[config.mk]
export PLATFORM = sky130hd
export DESIGN_NAME = max_finder
export DESIGN_NICKNAME = d
export VERILOG_FILES = /design/src/rtl/max_finder.sv
export SDC_FILE = /design/constraint.sdc
export NUM_CORES = 1
export LEC_CHECK = 0
export ABC_AREA = 1
export CORE_ASPECT_RATIO = 0.9
export CORE_MARGIN = 8
export CORE_UTILIZATION = 40
export DETAILED_ROUTE_END_ITERATION = 16
export PLACE_DENSITY = 0.7
export SYNTH_ARGS = -nofsm -noshare
export SYNTH_HDL_FRONTEND = slang
export SYNTH_SLANG_ARGS = --single-unit
[constraint.sdc]
create_clock -name clk -period 4.2 [get_ports clk]
set_clock_uncertainty 0.05 [all_clocks]
set_input_delay 0.42 -clock clk [delete_from_list [all_inputs] [get_ports clk]]
set_output_delay 0.42 -clock clk [all_outputs]
set_load 0.02 [all_outputs]
[src/rtl/max_finder.sv]
// -----------------------------------------------------------------------------
// max_finder
//   Peak locator for the box tracker. Scans the per-pixel match-score stream of
//   one frame, keeps the best-scoring pixel inside a square window around the
//   last reported position, and publishes it at end of frame with a one-cycle
//   max_ready strobe. If the previous frame found nothing (lost=1), the next
//   frame is searched without the window so the target can be reacquired.
//
// Ports
//   clk, rst_n            clock, asynchronous active-low reset
//   track_en              tracking enable; low holds in IDLE or aborts a search
//   frame_start           one-cycle pulse, start of a frame's score stream
//   frame_end             one-cycle pulse on the last scored pixel
//   score_valid           score / score_x / score_y valid this cycle
//   score                 unsigned match score, higher is better
//   score_x, score_y      pixel coordinates of score
//   max_x, max_y          reported peak position, held between reports
//   max_score             score at the reported peak (0 when lost)
//   max_ready             one-cycle strobe: new report on the outputs
//   lost                  last frame had no valid candidate
// -----------------------------------------------------------------------------
module max_finder #(
  parameter int unsigned        SCORE_W       = 16,
  parameter logic [SCORE_W-1:0] MIN_SCORE     = SCORE_W'(32),
  parameter logic [9:0]         SEARCH_RADIUS = 10'd64
) (
  input  logic               clk,
  input  logic               rst_n,
  input  logic               track_en,
  input  logic               frame_start,
  input  logic               frame_end,
  input  logic               score_valid,
  input  logic [SCORE_W-1:0] score,
  input  logic [9:0]         score_x,
  input  logic [9:0]         score_y,
  output logic [9:0]         max_x,
  output logic [9:0]         max_y,
  output logic [SCORE_W-1:0] max_score,
  output logic               max_ready,
  output logic               lost
);

  localparam logic [9:0] RST_X = 10'd320;
  localparam logic [9:0] RST_Y = 10'd240;

  typedef enum logic [1:0] {IDLE, SEARCH, REPORT} state_t;

  state_t             state_q;
  logic [9:0]         cx_q, cy_q;
  logic               reacq_q;
  logic               best_valid_q, best_valid_d;
  logic [SCORE_W-1:0] best_score_q, best_score_d;
  logic [9:0]         best_x_q, best_x_d;
  logic [9:0]         best_y_q, best_y_d;
  logic [9:0]         max_x_q, max_y_q;
  logic [SCORE_W-1:0] max_score_q;
  logic               max_ready_q;
  logic               lost_q;
  logic               in_win;
  logic               cand;
  logic               arm;

  // Distance between two screen coordinates, computed in 11-bit signed so a
  // window hanging off the screen edge never wraps around.
  function automatic logic [10:0] abs_diff(input logic [9:0] a, input logic [9:0] b);
    logic signed [10:0] d;
    d = $signed({1'b0, a}) - $signed({1'b0, b});
    return d[10] ? $unsigned(-d) : $unsigned(d);
  endfunction

  // Candidate test is combinational on the inputs, so a sample arriving with
  // frame_end is folded into the report on the same edge.
  always_comb begin
    in_win = reacq_q ||
             ((abs_diff(score_x, cx_q) <= {1'b0, SEARCH_RADIUS}) &&
              (abs_diff(score_y, cy_q) <= {1'b0, SEARCH_RADIUS}));
    // Strict greater-than: on a tie the earlier sample in raster order stays.
    cand = (state_q == SEARCH) && score_valid && (score >= MIN_SCORE) && in_win &&
           (!best_valid_q || (score > best_score_q));
    best_valid_d = best_valid_q | cand;
    best_score_d = cand ? score   : best_score_q;
    best_x_d     = cand ? score_x : best_x_q;
    best_y_d     = cand ? score_y : best_y_q;
    // A new search is armed the same way from every state: from IDLE, as a
    // restart inside SEARCH, or back-to-back out of REPORT.
    arm = frame_start && track_en;
  end

  always_ff @(posedge clk or negedge rst_n) begin
    if (!rst_n) begin
      state_q      <= IDLE;
      cx_q         <= RST_X;
      cy_q         <= RST_Y;
      reacq_q      <= 1'b0;
      best_valid_q <= 1'b0;
      best_score_q <= '0;
      best_x_q     <= '0;
      best_y_q     <= '0;
      max_x_q      <= RST_X;
      max_y_q      <= RST_Y;
      max_score_q  <= '0;
      max_ready_q  <= 1'b0;
      lost_q       <= 1'b0;
    end else begin
      max_ready_q <= 1'b0;
      case (state_q)
        IDLE: begin
          if (arm) state_q <= SEARCH;
        end
        SEARCH: begin
          if (!track_en) begin
            // Abort: drop the partial result, leave the published report alone.
            state_q <= IDLE;
          end else if (!frame_start) begin
            best_valid_q <= best_valid_d;
            best_score_q <= best_score_d;
            best_x_q     <= best_x_d;
            best_y_q     <= best_y_d;
            if (frame_end) begin
              state_q     <= REPORT;
              max_ready_q <= 1'b1;
              if (best_valid_d) begin
                max_x_q     <= best_x_d;
                max_y_q     <= best_y_d;
                max_score_q <= best_score_d;
                lost_q      <= 1'b0;
              end else begin
                max_score_q <= '0;
                lost_q      <= 1'b1;
              end
            end
          end
        end
        REPORT: begin
          state_q <= arm ? SEARCH : IDLE;
        end
        default: state_q <= IDLE;
      endcase

      // Entering SEARCH: clear the running best and centre the window on the
      // currently published position. Out of REPORT this is the fresh report.
      if (arm) begin
        best_valid_q <= 1'b0;
        best_score_q <= '0;
        cx_q         <= max_x_q;
        cy_q         <= max_y_q;
        reacq_q      <= lost_q;
      end
    end
  end

  assign max_x     = max_x_q;
  assign max_y     = max_y_q;
  assign max_score = max_score_q;
  assign max_ready = max_ready_q;
  assign lost      = lost_q;

endmodule

; Yosys cells after proc, flatten, opt, wreduce, memory -nomap -nowiden
; Index checks and enable logic that the tools add are counted.
[classes]
add_sub_neg = 4
order_cmp = 4
n_eq_ne = 6
mux = 25
bitwise = 2
n_reduce_logical = 17
[op_table]
columns = op, n
row1 = $mux 16, 6
row2 = $le 11x7->1 const B, 2
row3 = $mux 11, 2
row4 = $neg 11->11, 2
row5 = $sub 10x10->11, 2
row6 = $mux 10, 2
row7 = $ge 16x6->1 const B, 1
row8 = $gt 16x16->1, 1
row9 = $mux 1, 10
row10 = $reduce_and 3->1, 3
row11 = $mux 2, 4
row12 = $logic_and 1x1->1, 6
row13 = $ne 3x3->1 const B, 2
row14 = $pmux 2 s3, 1
row15 = $reduce_and 5->1, 1
row16 = $reduce_and 4->1, 1
row17 = $reduce_bool 2->1, 2
row18 = $eq 2x1->1 const B, 1
row19 = $eq 2x2->1 const B, 1
row20 = $logic_not 2->1, 1
row21 = $logic_or 1x1->1, 2
row22 = $ne 2x1->1 const B, 1
row23 = $ne 2x2->1 const B, 1
row24 = $logic_not 1->1, 1
row25 = 2 further kinds, 2
[word_totals]
register_bits = 98
elab_cells = 71

; Logic depth before layout (Yosys ltp)
; Gate-level depths: netlist (run 1).
[depth]
word_depth = 13
ltp_mapped = 27

; Worst setup path before layout (run 1)
; OpenSTA, ideal clock, no wires.
[synth_path]
kind = in2reg
start = input port score_x[0]
end = register best_score_q[0]
setup_ns = 0.117
t_arrival_ns = 2.723
required_time_ns = 4.033
slack_ns = 1.310
path_stages = 26
path_cell_list = inv_1 -> ha_1 -> inv_1 -> fa_1 -> inv_1 -> nand2_1 -> nand2_1 -> nand2_1 -> nor2_1 -> nand2_1 -> nor2_2 -> nand2_1 -> nand2_1 -> nand3_1 -> nand2_1 -> nand3_1 -> nor2_1 -> nand2_1 -> nand2_2 -> buf_6 -> nand3_4 -> buf_6 -> nand2_1 -> nand2_1 -> nand2_1 -> nand2_1
[synth_between]
elab_chain_len = 13
[synth_lines]
columns = item, line
row1 = "start, declared", 34  ; input logic [9:0] score_x,
row2 = $sub 10x10->11 (*), 67  ; d = $signed({1'b0, a}) - $signed({1'b0, b});
row3 = $neg 11->11, 68  ; return d[10] ? $unsigned(-d) : $unsigned(d);
row4 = $mux 11 (*), 68
row5 = $le 11x7->1 (*), 75  ; ((abs_diff(score_x, cx_q) <= {1'b0, SEARCH_RADIUS}) &&
row6 = $logic_and 1x1->1 (*), 75
row7 = $logic_or 1x1->1 (*), 74  ; in_win = reacq_q ||
row8 = $logic_and 1x1->1 (*) (2 in a row), 78  ; cand = (state_q == SEARCH) && score_valid && (score >= MIN_SCORE) && in_win &&
row9 = $mux 16 (*), 81  ; best_score_d = cand ? score : best_score_q;
row10 = $mux 16 (*), 114  ; end else if (!frame_start) begin
row11 = $mux 16 (*), 111  ; if (!track_en) begin
row12 = $mux 16 (*), 106  ; case (state_q)
row13 = $mux 16 (*), 142  ; if (arm) begin
row14 = "end signal, assigned", 116  ; best_score_q <= best_score_d;
row15 = "end, declared", 52  ; logic [SCORE_W-1:0] best_score_q, best_score_d;
; Mark *: on every way between the ends. The rest lies on a longest branch, timed or not. The select of a mux whose other input is x is not followed.
; A chain may end at the register's enable or synchronous reset.

; Worst setup path after layout (run 1)
[layout_path]
start = input port score_x[0]
end = register best_y_q[1]
[layout_between]
elab_chain_len = 9
[layout_lines]
columns = item, line
row1 = $sub 10x10->11 (*), 67
row2 = $neg 11->11, 68
row3 = $mux 11 (*), 68
row4 = $le 11x7->1 (*), 75
row5 = $logic_and 1x1->1 (*), 75
row6 = $logic_or 1x1->1 (*), 74
row7 = $logic_and 1x1->1 (*) (2 in a row), 78
row8 = $mux 10 (*), 83  ; best_y_d = cand ? score_y : best_y_q;
row9 = "end signal, assigned", 118  ; best_y_q <= best_y_d;
row10 = "end, declared", 54  ; logic [9:0] best_y_q, best_y_d;
; Mark *: on every way between the ends. The rest lies on a longest branch, timed or not.

==> results of run 1 <==
## registers in the layout (all words and copies together), names as in the netlist
name          cells
best_score_q     16
best_valid_q      1
best_x_q         10
best_y_q         10
cx_q             10
cy_q             10
lost              1
max_ready         1
max_score        16
max_x            10
max_y            10
reacq_q           1
state_q           2
## layout by cell type (no fill, tap or decap), drive strengths merged
| cell type | netlist | final |
|---|---|---|
| a211oi | 1 | 1 |
| a21o | 1 | 1 |
| a21oi | 36 | 36 |
| a31oi | 3 | 3 |
| buf | 12 | 12 |
| clkbuf | 20 | 11 |
| clkdlybuf4s50 | 0 | 78 |
| clkinv | 1 | 5 |
| clkinvlp | 0 | 1 |
| dfrtp | 86 | 86 |
| dfstp | 12 | 12 |
| fa | 2 | 2 |
| ha | 36 | 36 |
| inv | 106 | 106 |
| mux2 | 2 | 2 |
| nand2 | 457 | 457 |
| nand3 | 52 | 52 |
| nand3b | 6 | 6 |
| nand4 | 44 | 44 |
| nor2 | 54 | 54 |
| nor3 | 4 | 4 |
| nor4 | 2 | 2 |
| o2111ai | 1 | 1 |
| o21ai | 7 | 7 |
| o21bai | 1 | 1 |
| o221ai | 1 | 1 |
| o41ai | 1 | 1 |
| xnor2 | 1 | 1 |
## stage by stage
stage | instance area (µm²) | util (%) | hold slack, ns | power [mW] | setup slack [ns]
2_1_floorplan | 6410 | - | 0.0744 | 1.64 | 1.31
3_3_place_gp | 7390 | 46.5 | 0.411 | 1.85 | 0.226
4_1_cts | 7690 | 48.4 | 0.195 | 2.72 | 0.515
5_1_grt | 7690 | 48.4 | 0.234 | 2.87 | 0.113
3_5_place_dp | 7390 | 46.5 | 0.415 | 1.86 | 0.184
6_report | 7690 | 48.4 | 0.145 | 2.69 | 0.509
## path summary, 6_finish.rpt
kind / startpoint / to / slack (ns)
worst max register to register: cy_q[0] / best_y_q[1] / 0.72
max in group asynchronous: rst_n / cy_q[7] / 2.99
worst min-delay path: rst_n / max_score[8] / 0.15
worst min register to register: best_y_q[7] / best_y_q[7] / 0.43
worst max-delay path: score_x[0] / best_y_q[1] / 0.51
min in group clk: best_y_q[7] / best_y_q[7] / 0.43
## cell families after synthesis
| logic type | after synthesis | synth area share (%) |
|---|---|---|
| compound gates | 52 | 4.59 |
| flops | 98 | 38.5 |
| mux | 2 | 0.351 |
| simple gates | 619 | 39.9 |
| buf+inv | 139 | 8.90 |
| fa+ha+maj | 38 | 7.65 |
| xor+xnor | 1 | 0.137 |
## layout make-up
cell class	count	area, µm²
clock buffers	11	253
clock inverters	5	50.0
fillers	1589	8220
inverters	107	402
multi-input cells	712	3390
flip-flops and latches	98	2470
well taps	207	259
repair buffers	90	871
## per-layer routing
metal  vias to the layer above  part of all wire (%)
li1                       3136                     -
met1                      2767                    49
met2                       151                    44
met3                        21                   6.2
met4                         0                   1.4
met5                         -                     0
## synth_stat cells
| cell type | number |
|---|---|
| nand2_1 | 453 |
| inv_1 | 100 |
| dfrtp_1 | 86 |
| nor2_1 | 52 |
| nand3_1 | 51 |
| nand4_1 | 44 |
| ha_1 | 36 |
| a21oi_1 | 35 |
| clkbuf_1 | 20 |
| dfstp_2 | 12 |
| o21ai_0 | 7 |
| inv_2 | 6 |
| nand3b_1 | 6 |
| buf_4 | 4 |
| buf_6 | 4 |
| nand2_2 | 4 |
| nor3_1 | 4 |
| a31oi_1 | 3 |
| buf_2 | 3 |
| fa_1 | 2 |
| mux2_2 | 2 |
| nor2_2 | 2 |
| nor4_1 | 2 |
| a211oi_1 | 1 |
| a21o_1 | 1 |
| a21oi_4 | 1 |
| buf_1 | 1 |
| clkinv_1 | 1 |
| nand3_4 | 1 |
| o2111ai_1 | 1 |
| o21bai_1 | 1 |
| o221ai_1 | 1 |
| o41ai_1 | 1 |
| xnor2_1 | 1 |
## power by group through the flow
stage | sequential, mW | combinational (mW) | clock, mW
after floorplan | 1.09 | 0.553 | 0
after global placement | 1.08 | 0.765 | 0
after detailed placement | 1.09 | 0.775 | 0
after CTS | 1.07 | 0.781 | 0.867
after global routing | 1.08 | 0.898 | 0.894
final | 1.07 | 0.780 | 0.841
==> run_results.csv, run 1 <==
group,metric,value,unit
status,status,"complete, no violations",
floorplan,die_w,149,µm
yosys,yosysSeqAreaShare,38.5,%
placement,placed_cells,1214,
yosys,synth.distinct_cells,34,
timing,worst_pin_slew,1.13,ns
timing,period_share,87.9,%
yosys,synth_nets,1029,
final_layout,drive_gt1_share,5.67,%
timing,rsz0062_at_grt,"no",
timing,max_freq,0.271,GHz
worst_setup_path,cp.depth,25,
detailed_routing,drt_first_pass_iters,5,
yosys,yosys.area.top_type,"dfrtp_1",
detailed_routing,vias,6075,
detailed_routing,ant_nets,0,
global_routing,antenna_found_initial,0,
clocking,cts_inserted_buffers,9,
placement,globalplace.congestion,0.891,
clocking,cts.sinks,98,
global_routing,busiest_layer,"met2",
final_layout,nets,1098,
detailed_routing,routedWlPerCell,13.8,µm
yosys,netlist_instances,949,
worst_setup_path,path_delay_family,"simple AND/OR/NAND/NOR gates",
detailed_routing,routed_wl,17000,µm
yosys,synth-seq-cells,98,
placement,io_buffers,79,
worst_setup_path,critPathCaptureType,"flop",
timing,finalMaxSlewViolations,0,
yosys,avgSynthCellArea,6.76,µm²
yosys,syn-cell-area,6410,µm²
global_routing,grt_use_met1,22.9,%
global_routing,overflow,0,
global_routing,grt_pass1_wl,28400,µm
global_routing,grt_pass1_vias,5891,
worst_setup_path,start_kind,"primary input",
detailed_routing,drcViolationCount,0,
global_routing,grt_max_degree,77,
clocking,cts_setup_buffers,0,
power,p_sw,0.933,mW
power,pwr-share-comb,29.0,%
floorplan,core.rowCount,44,
clocking,path_clk_slew,0.07,ns
yosys,synth_area_leaders,"dfrtp_1, nand2_1, ha_1",
clocking,clockBufferDepth,2,
final_layout,diodes,0,
worst_setup_path,crit_buf_inv,4,
global_routing,track_usage,17.2,%
power,swShare,34.7,%
placement,dp_hpwl,12300,µm
worst_setup_path,worstSetupPathType,"in2reg",
power,p_leak,4.19,nW
worst_setup_path,critPathRequiredTime,4.39,ns
floorplan,dieArea,20300,µm²
clocking,h-tree-depth,3,
timing,final_hold_viol_count,0,
floorplan,die_y,136,µm
detailed_routing,drtIter0Drc,430,
floorplan,pin_count,80,
worst_setup_path,critical-path-max-stage-delay,0.46,ns
timing,relSlewSlack,24.7,%
job,cap_violations,0,
clocking,cts_hold_buffers,0,
power,p_seq_share,39.7,%
worst_setup_path,critPathArrivalTime,3.89,ns
clocking,insertion_delay,0.36,ns
power,internal_power,1.76,mW
timing,fin_tns_setup,0,ns
worst_setup_path,path_common_cell,"nand2_1",
clocking,post_cts_resized,0,
detailed_routing,avgViaCountPerCell,4.94,
global_routing,gr-usage-met2,27.1,%
worst_setup_path,reg2regPathDepth,23,
timing,period_minus_slack,3.69,ns
final_layout,final_cells,1230,
clocking,cts_tree,"yes",
timing,finalSetupViolCount,0,
global_routing,use_met3,4.53,%
floorplan,coreArea,15900,µm²
power,clockPowerShare,31.3,%
floorplan,start_util,40.3,%
clocking,cts_root_buffer,"clkbuf_16",
final_layout,areaGrowthSynthToFinish,20.0,%
worst_setup_path,crit_path_max_fanout,36,
yosys,synth_warnings,0,
hold_path,worstHoldPathType,"in2async",
power,power_density,349,nW/µm²
worst_setup_path,cp_slowest_cell,"clkdlybuf4s50_1",
power,vdd_drop_max,0.215,mV
yosys,synth_top_area_share,33.6,%
No activity file was read; power rests on OpenSTA's default activity.
==> run 2: changes to the inputs <==
--- a/config.mk
+++ b/config.mk
@@ -11,6 +11,7 @@
 export CORE_UTILIZATION = 40
 export DETAILED_ROUTE_END_ITERATION = 16
 export PLACE_DENSITY = 0.7
+export SETUP_SLACK_MARGIN = 0.15
 export SYNTH_ARGS = -nofsm -noshare
 export SYNTH_HDL_FRONTEND = slang
 export SYNTH_SLANG_ARGS = --single-unit
==> run_results.csv, run 2 (same netlist as run 1, synthesis figures left out) <==
group,metric,value,unit
worst_setup_path,worstSetupPathType,"in2reg",
placement,place_ws,0.184,ns
final_layout,nets,1098,
timing,period_minus_slack,3.65,ns
power,p_seq_share,39.7,%
worst_setup_path,worstReg2RegStart,"cy_q[0]",
hold_path,worstHoldPathType,"in2async",
timing,finalMaxSlewViolations,0,
floorplan,start_util,40.3,%
power,swShare,34.6,%
timing,worst_pin_slew,1.12,ns
detailed_routing,avgViaCountPerCell,4.93,
clocking,cts_tree,"yes",
status,status,"complete, no violations",
global_routing,overflow,0,
power,power_density,349,nW/µm²
final_layout,final_cells,1230,
clocking,cts_root_buffer,"clkbuf_16",
global_routing,track_usage,17.2,%
final_layout,final-seq-area,2470,µm²
placement,placed_cells,1214,
clocking,h-tree-depth,3,
detailed_routing,ant_nets,0,
detailed_routing,drt_first_pass_iters,5,
final_layout,fin_util,48.4,%
worst_setup_path,startpoint,"score_x[0]",
timing,final_hold_viol_count,0,
clocking,cts.sinks,98,
timing,fin_tns_setup,0,ns
placement,io_buffers,79,
clocking,clockBufferDepth,2,
floorplan,die_y,136,µm
floorplan,pin_count,80,
timing,fin_ws,0.546,ns
detailed_routing,vias,6070,
global_routing,grt_max_degree,77,
floorplan,die_w,149,µm
final_layout,multi_input_area,3390,µm²
clocking,cts_setup_buffers,0,
final_layout,areaGrowthSynthToFinish,20.0,%
placement,globalplace.congestion,0.891,
job,cap_violations,0,
timing,max_freq,0.274,GHz
detailed_routing,routedWlPerCell,13.8,µm
detailed_routing,drcViolationCount,0,
floorplan,dieArea,20300,µm²
worst_setup_path,crit_path_max_fanout,36,
final_layout,layout_common_cells,"nand2_1, inv_1, dfrtp_1",
worst_setup_path,critPathRequiredTime,4.39,ns
final_layout,drive_gt1_share,5.67,%
floorplan,coreArea,15900,µm²
placement,dp_hpwl,12300,µm
floorplan,core.rowCount,44,
detailed_routing,drtIter0Drc,424,
detailed_routing,routed_wl,16900,µm
global_routing,antenna_found_initial,0,
timing,rsz0062_at_grt,"yes",
final_layout,layout_commonest_cell,"nand2_1",
global_routing,grt_pass1_vias,5891,
worst_setup_path,start_kind,"primary input",
worst_setup_path,critPathCaptureType,"flop",
power,pwr-share-comb,29.0,%
worst_setup_path,critPathArrivalTime,3.85,ns
clocking,path_clk_slew,0.07,ns
power,p_sw,0.930,mW
power,internal_power,1.76,mW
power,p_leak,4.19,nW
timing,period_share,87.0,%
power,clockPowerShare,31.2,%
timing,relSlewSlack,25.1,%
power,vdd_drop_max,0.213,mV
timing,finalSetupViolCount,0,
clocking,insertion_delay,0.36,ns
final_layout,n_fill_cell,1589,
global_routing,grt_pass1_wl,28400,µm
final_layout,diodes,0,
clocking,cts_inserted_buffers,9,
==> run 2: cell counts in the layout (fill, tap and decap cells not counted) <==
Identical to the previous run, type by type.
==> run 2: critical path, stage by stage <==
cell             delay [ns]
clkdlybuf4s50_1        0.46
inv_1                  0.08
ha_1                   0.14
inv_1                  0.08
fa_1                   0.42
inv_1                  0.09
nand2_1                0.05
nand2_1                0.06
nand2_1                0.07
nor2_1                 0.12
nand2_1                0.10
nor2_2                 0.13
nand2_1                0.08
nand2_1                0.10
nand3_1                0.07
nand2_1                0.07
nand3_1                0.07
nor2_1                 0.10
nand2_1                0.08
nand2_2                0.22
nand3_4                0.39
nand2_1                0.21
nand2_1                0.10
nand2_1                0.07
nand2_1                0.05
==> run 2: power by group through the flow <==
stage,clock (mW),combinational (mW),sequential [mW]
final,0.839,0.780,1.07
after global routing,0.894,0.898,1.08
after CTS,0.867,0.781,1.07
after detailed placement,0,0.775,1.09
after global placement,0,0.765,1.08
after floorplan,0,0.553,1.09
==> run 2: path summary, 6_finish.rpt <==
check	endpoint	slack, ns	depth (start not counted)
worst max-delay path	best_y_q[1]	0.55	25
worst min-delay path	max_score[8]	0.14	1
worst max register to register	best_y_q[1]	0.74	23
worst min register to register	best_y_q[7]	0.43	2
max in group asynchronous	cy_q[7]	2.99	2
min in group clk	best_y_q[7]	0.43	2
==> run 2: area by class of cell <==
| type | count | share of cell area, % |
|---|---|---|
| Multi-Input combinational cell | 712 | 44.1 |
| Sequential cell | 98 | 32.1 |
| Timing Repair Buffer | 90 | 11.3 |
| Inverter | 107 | 5.22 |
| Tap cell | 207 | 3.37 |
| Clock buffer | 11 | 3.29 |
| Clock inverter | 5 | 0.651 |
==> run 2: per-stage QoR <==
| step | cell area [µm²] | total power, mW | hold WS (ns) |
|---|---|---|---|
| after CTS | 7690 | 2.72 | 0.195 |
| after floorplan | 6410 | 1.64 | 0.0744 |
| after detailed placement | 7390 | 1.86 | 0.415 |
| after global routing | 7690 | 2.87 | 0.234 |
| after global placement | 7390 | 1.85 | 0.411 |
| final | 7690 | 2.69 | 0.145 |
==> run 2: per-layer routing <==
metal / global-route usage, % / vias to the layer above / part of all wire [%]
met3: 4.53 / 15 / 6.3
li1: - / 3131 / -
met4: 4.99 / 0 / 1.3
met5: 0 / - / 0
met2: 27.1 / 153 / 44
met1: 22.9 / 2771 / 49
==> run 2: timing repair <==
item,4_1_cts,5_1_grt
resized for setup,0,0
hold buffers,0,0
endpoints found under the setup margin,0,5
